<file path="src/rtl/seq_mul_controller.sv">
// Control FSM for a shift-add sequential multiplier: sequences load, test, optional add
// and shift for WIDTH_M iterations, then holds done until the consumer acknowledges.
module seq_mul_controller #(
    parameter int WIDTH_M = 16,
    localparam int CW = $clog2(WIDTH_M + 1)
) (
    input  logic          clk,
    input  logic          reset,
    input  logic          start_valid,
    output logic          start_ready,
    input  logic          q_lsb,
    input  logic          abort,
    input  logic          result_ack,
    output logic          load,
    output logic          clear_acc,
    output logic          mux_sel,
    output logic          add_signal,
    output logic          shift,
    output logic          busy,
    output logic          done,
    output logic [CW-1:0] bit_count,
    output logic [2:0]    dbg_state
);

    // Handshake: a multiply is accepted on the rising edge where start_valid and
    // start_ready are both high; the product is released on the edge where
    // result_ack is high while done is asserted.
    typedef enum logic [2:0] {
        S_IDLE  = 3'd0,
        S_LOAD  = 3'd1,
        S_TEST  = 3'd2,
        S_ADD   = 3'd3,
        S_SHIFT = 3'd4,
        S_DONE  = 3'd5
    } state_t;

    localparam logic [CW-1:0] LAST_BIT = CW'(WIDTH_M - 1);

    state_t        r_state;
    state_t        w_next_state;
    logic [CW-1:0] r_bit_count;
    logic [CW-1:0] w_bit_count_next;
    logic          w_active;

    assign w_active = (r_state == S_LOAD) || (r_state == S_TEST) ||
                      (r_state == S_ADD)  || (r_state == S_SHIFT);

    always_ff @(posedge clk or posedge reset) begin
        if (reset) begin
            r_state     <= S_IDLE;
            r_bit_count <= '0;
        end else begin
            r_state     <= w_next_state;
            r_bit_count <= w_bit_count_next;
        end
    end

    always_comb begin
        w_next_state = r_state;
        start_ready  = 1'b0;
        load         = 1'b0;
        clear_acc    = 1'b0;
        mux_sel      = 1'b0;
        add_signal   = 1'b0;
        shift        = 1'b0;
        done         = 1'b0;
        case (r_state)
            S_IDLE: begin
                start_ready = 1'b1;
                if (start_valid) w_next_state = S_LOAD;
            end
            S_LOAD: begin
                load         = 1'b1;
                clear_acc    = 1'b1;
                w_next_state = S_TEST;
            end
            S_TEST: begin
                w_next_state = q_lsb ? S_ADD : S_SHIFT;
            end
            S_ADD: begin
                mux_sel      = 1'b1;
                add_signal   = 1'b1;
                w_next_state = S_SHIFT;
            end
            S_SHIFT: begin
                shift        = 1'b1;
                w_next_state = (r_bit_count == LAST_BIT) ? S_DONE : S_TEST;
            end
            S_DONE: begin
                done = 1'b1;
                if (result_ack) w_next_state = S_IDLE;
            end
            default: w_next_state = S_IDLE;
        endcase
        // Abort overrides the sequencing choice but not the current Moore outputs.
        if (abort && w_active) w_next_state = S_IDLE;
    end

    always_comb begin
        w_bit_count_next = r_bit_count;
        if (abort && w_active)
            w_bit_count_next = '0;
        else if (r_state == S_LOAD)
            w_bit_count_next = '0;
        else if (r_state == S_SHIFT)
            w_bit_count_next = r_bit_count + CW'(1);
    end

    assign busy      = (r_state != S_IDLE);
    assign bit_count = r_bit_count;
    assign dbg_state = r_state;

endmodule

</file>
<file path="config.mk">
export PLATFORM = sky130hd
export DESIGN_NAME = seq_mul_controller
export DESIGN_NICKNAME = d
export VERILOG_FILES = /design/src/rtl/seq_mul_controller.sv
export SDC_FILE = /design/constraint.sdc
export NUM_CORES = 1
export LEC_CHECK = 0
export ABC_CLOCK_PERIOD_IN_PS = 2100
export CORE_MARGIN = 2
export CORE_UTILIZATION = 42
export CTS_CLUSTER_SIZE = 28
export DETAILED_ROUTE_END_ITERATION = 8
export PLACE_DENSITY = 0.77
export SYNTH_ARGS = -nofsm -noshare
export SYNTH_HDL_FRONTEND = slang
export SYNTH_SLANG_ARGS = --single-unit
</file>
<file path="constraint.sdc">
create_clock -name clk -period 2.1 [get_ports clk]
set_clock_uncertainty 0.1 [all_clocks]
set_input_delay 0.42 -clock clk [delete_from_list [all_inputs] [get_ports clk]]
set_output_delay 0.42 -clock clk [all_outputs]
set_load 0.03 [all_outputs]
</file>
# Word-level counts from Yosys, hierarchy flattened
# Index checks and enable logic that the tools add are counted.
# op_classes
n_div	0
n_mul	0
eq_ne	8
bitwise	0
order_cmp	0
n_shift	0
n_mux	14
n_addsub	1
reduce_logical	8
# op_table
op	count
one-hot mux 3 bit (6 select lines)	1
2-to-1 mux 3 bit	5
2-to-1 mux 5 bit	3
== test 3 x 2 -> 1 bit (second input constant)	2
== test 3 bit (second input constant)	2
!= test 3 bit (second input constant)	2
nonzero test 3 bit	2
adder 5 x 1 -> 5 bit (second input constant)	1
== test 5 x 4 -> 1 bit (second input constant)	1
2-to-1 mux 1 bit	5
== test 3 x 1 -> 1 bit (second input constant)	1
logical NOT 3 bit	1
logical OR 1 bit	3
AND reduction 2 bit	1
logical AND 1 bit	1
# word_totals
input_bits	6
latchBits	0
rom_bits	0
elab_cells	33
register_bits	8
memories	0
output_inout_bits	16
ramBits	0

# Depth between registers and ports, before layout
# Gate-level depths: netlist of run 1.
# logic_depth
ltp_word	7
ltp_mapped	7
mapped_depth_nobuf	7

# Worst setup path after synthesis of run 1
# Ideal clock, no wire load.
# synth_path
path_kind	reg-to-output
startpoint	reg r_state[2], in the netlist dbg_state[2]
endpoint	out busy
slack_ps	-405
required_ps	1580
path_stages_with_launch	5
arrival_ps	1985
n_path_buf	2
cell_sequence	dfrtp_1 -> buf_2 -> buf_2 -> nor3_1 -> inv_1
# synth_via
elab_chain_cells	1
# synth_lines
element	line	source
from (decl)	39	state_t r_state;
from (signal assigned)	53	r_state <= w_next_state;
nonzero test 3 bit	109	assign busy = (r_state != S_IDLE);
to (decl)	19	output logic busy,
# No other way between the ends.

# Final worst setup path of run 1
# layout_path
startpoint	reg r_state[1], in the netlist dbg_state[1]
endpoint	out dbg_state[1]
# layout_lines
element	line	source
to (decl)	22	output logic [2:0] dbg_state
# No word-level cell between the ends.

==> results.ini, run 1 <==
[outcome]
status = completed

[flow_run]
cap_violations = 0

[power_and_ir_drop]
power_w = 0.000990
p_per_area_nw_per_um2 = 1130
swShare_pct = 49.6
p_int_w = 0.000499
p_clk_share_pct = 12.7
total_leakage_power_nw = 0.411
combPwrFrac_pct = 66.0
seqPwrFrac_pct = 21.2
power_switching_w = 0.000492
peakVddDrop_v = 0.000628

[detailed_routing]
drcViolationCount = 0
routedWlPerCell_um = 14.8
first_pass_iters = 6
antenna_left = 0
avgViaCountPerCell = 5.68
routed_wl_mm = 1.68
num_vias = 648
drtIter0Drc = 13

[clock_network]
cts_buffer_depth = 2
cts-htree-levels = 1
clock-sinks = 8
cts_tree = done
clk_latency_ps = 270
cts-resized-gates = 3
hold_buffers = 0
clk_pin_slew_ps = 60
cts-root-buf = clkbuf_4
cts_setup_buffers = 0
cts_buffers = 3

[yosys]
seq_area_frac_synth_pct = 34.0
synth_adder_area_share_pct = 4.25
synthCells = 72
ys_ff_latch = 8
muxShareOfSynthArea_pct = 5.10
syn_avg_cell_area_um2 = 8.18
synth_area_um2 = 589
yosys_warnings = 0
synth_xor_area_share_pct = 0
synth_cell_types = 26
synth_top_family_by_area = compound AO/OA/AOI/OAI gates
syn-num-nets = 80
yosys.area_share.simple_pct = 22.7
synth_compound_area_share_pct = 22.7

[sta]
fmax_mhz = 499
timing_hold_violations_final = 0
setup_violations = 0
fin_crit_ps = 2010
slew_viol_final = 0
tightest_slew_ps = 332
fin_crit_sh_pct = 95.5
setup_tns_ps = 0
relSlewSlack_pct = 77.8
rsz0062_at_grt = false

[final_layout]
multi_input_area_um2 = 348
syn_to_final_growth_pct = 48.4
seq_area_um2 = 200
final.fill_count = 119
antennaDiodeCount = 0
finish.utilization_pct = 67.2
finalNetCount = 109
drive_above_1_share_pct = 21.2

[setup_path]
reg2reg_from = bit_count[0]
crit_required_ps = 1580
critical_path.max_fanout = 8
startpoint_type = flip-flop
r2r_cells = 7
path_class = flip-flop to output pin
cp-end-kind = output pin
crit_start = dbg_state[1]
cp.arrival_ps = 1490
rrSetupSlack_ps = 420
rr_endpoint = dbg_state[0]

[floorplanning]
core_um2 = 1300
initial_core_util_pct = 45.3
io_pins = 22
die_h_um = 41.5
dieArea_um2 = 1720
die_w_um = 41.5
row_count = 13

[grt]
grt_pass1_wl_mm = 2.68
grt_pass1_vias = 596
grt_overflow = 0
track_usage_pct = 20.2
grt_max_degree = 12
antenna_found_initial = 0

[place]
io_buffers = 21
dp_hpwl_mm = 1.27
gp_congestion = 0.826

[hold_path]
worstHoldPathType = input port to async pin

[cells in the mapped netlist]
master,count,share of area [%]
a22o_1,4,5.9
or2b_1,1,1.3
dfrtp_1,8,34
nand3_1,2,1.7
o22ai_1,4,4.2
a21oi_1,2,1.7
mux2i_1,3,5.1
inv_1,9,5.7
and2_1,1,1.1
nand3b_1,1,1.3
buf_4,3,3.8
or4b_1,1,1.7
nand2b_1,1,1.1
a21oi_2,1,1.5
a31oi_1,1,1.1
nor2b_1,4,4.2
nor2_1,5,3.2
o21ai_0,5,4.2
buf_2,2,1.7
ha_1,2,4.2
nand2_1,4,2.5
a22oi_1,1,1.3
a211o_1,1,1.5
and3_1,2,2.1
nor3_1,3,2.5
o31ai_1,1,1.3
[critical path: stages (launching register included)]
cell             delay [ps]
dfrtp_1                 360
buf_4                   180
clkdlybuf4s50_1         680
[per-stage QoR]
stage / cells / setup slack [ps] / hold WS (ps) / area [um2]
after detailed placement: 111 / 234 / 449 / 856
after CTS: 114 / 106 / 314 / 875
after floorplan: 72 / 75.9 / 136 / 614
final: 114 / 94.4 / 310 / 875
after global placement: 111 / 257 / 427 / 856
after global routing: 114 / 62.4 / 354 / 875
[layout make-up]
| type | instances | share of cell area [%] |
|---|---|---|
| multi-input cells | 50 | 39.8 |
| repair buffers | 29 | 28.8 |
| flip-flops and latches | 8 | 22.9 |
| inverters | 9 | 3.86 |
| clock buffers | 3 | 2.58 |
| well taps | 15 | 2.15 |
[routing by layer]
layer | vias up | share of wire (%) | global-route usage, %
met2 | 14 | 49 | 31.9
met5 | - | 0 | 0
met4 | 0 | 0.65 | 3.87
met3 | 2 | 4.9 | 7.83
li1 | 309 | - | -
met1 | 323 | 46 | 26.3
[power by group through the flow]
| stage | logic [W] | registers [W] | clock network [W] |
|---|---|---|---|
| global route | 0.000689 | 0.000216 | 0.000133 |
| finish | 0.000654 | 0.000210 | 0.000126 |
| floorplan | 0.000373 | 0.000258 | 0 |
| detailed placement | 0.000666 | 0.000213 | 0 |
| CTS | 0.000649 | 0.000211 | 0.000126 |
| global placement | 0.000658 | 0.000211 | 0 |
[how the worst max path moves through the flow]
stage / endpoint / slack, ps / depth (start not counted)
final: dbg_state[1] / 90 / 2
after global routing: dbg_state[1] / 60 / 2
after CTS: dbg_state[1] / 110 / 2
after detailed placement: load / 230 / 3
after global placement: clear_acc / 260 / 3
after floorplan: busy / 80 / 4
[kinds of logic after synthesis]
group,after synthesis
buf+inv,14
fa+ha+maj,2
simple gates,25
flops,8
mux,3
compound gates,20
[flip-flops by register name, indices dropped and copies added (netlist names)]
register / cells
dbg_state: 3
bit_count: 5
[layout by cell type (no fill, tap or decap)]
cell type / instances
a21oi_2: 1
o22ai_1: 4
clkdlybuf4s50_1: 12
and2_1: 1
dfrtp_1: 8
nor3_1: 1
a211o_1: 1
a21oi_1: 2
nand3_1: 2
nor2_1: 4
a22oi_1: 1
or2b_1: 1
ha_1: 2
a31oi_1: 1
nand3b_1: 1
o31ai_1: 1
or4b_1: 1
nor3_4: 2
buf_4: 14
inv_1: 9
nor2_2: 1
and3_1: 2
mux2i_1: 3
a22o_1: 4
nand2_1: 4
nor2b_1: 4
dlygate4sd2_1: 3
clkbuf_4: 3
nand2b_1: 1
o21ai_0: 5
Note: power is estimated with default switching activity, not from simulation.
==> inputs of run 2 (changes only) <==
CAP_MARGIN = 20   (was default)
==> results of run 2 <==
Final layout, timing and power as in run 1 (identical DEF).
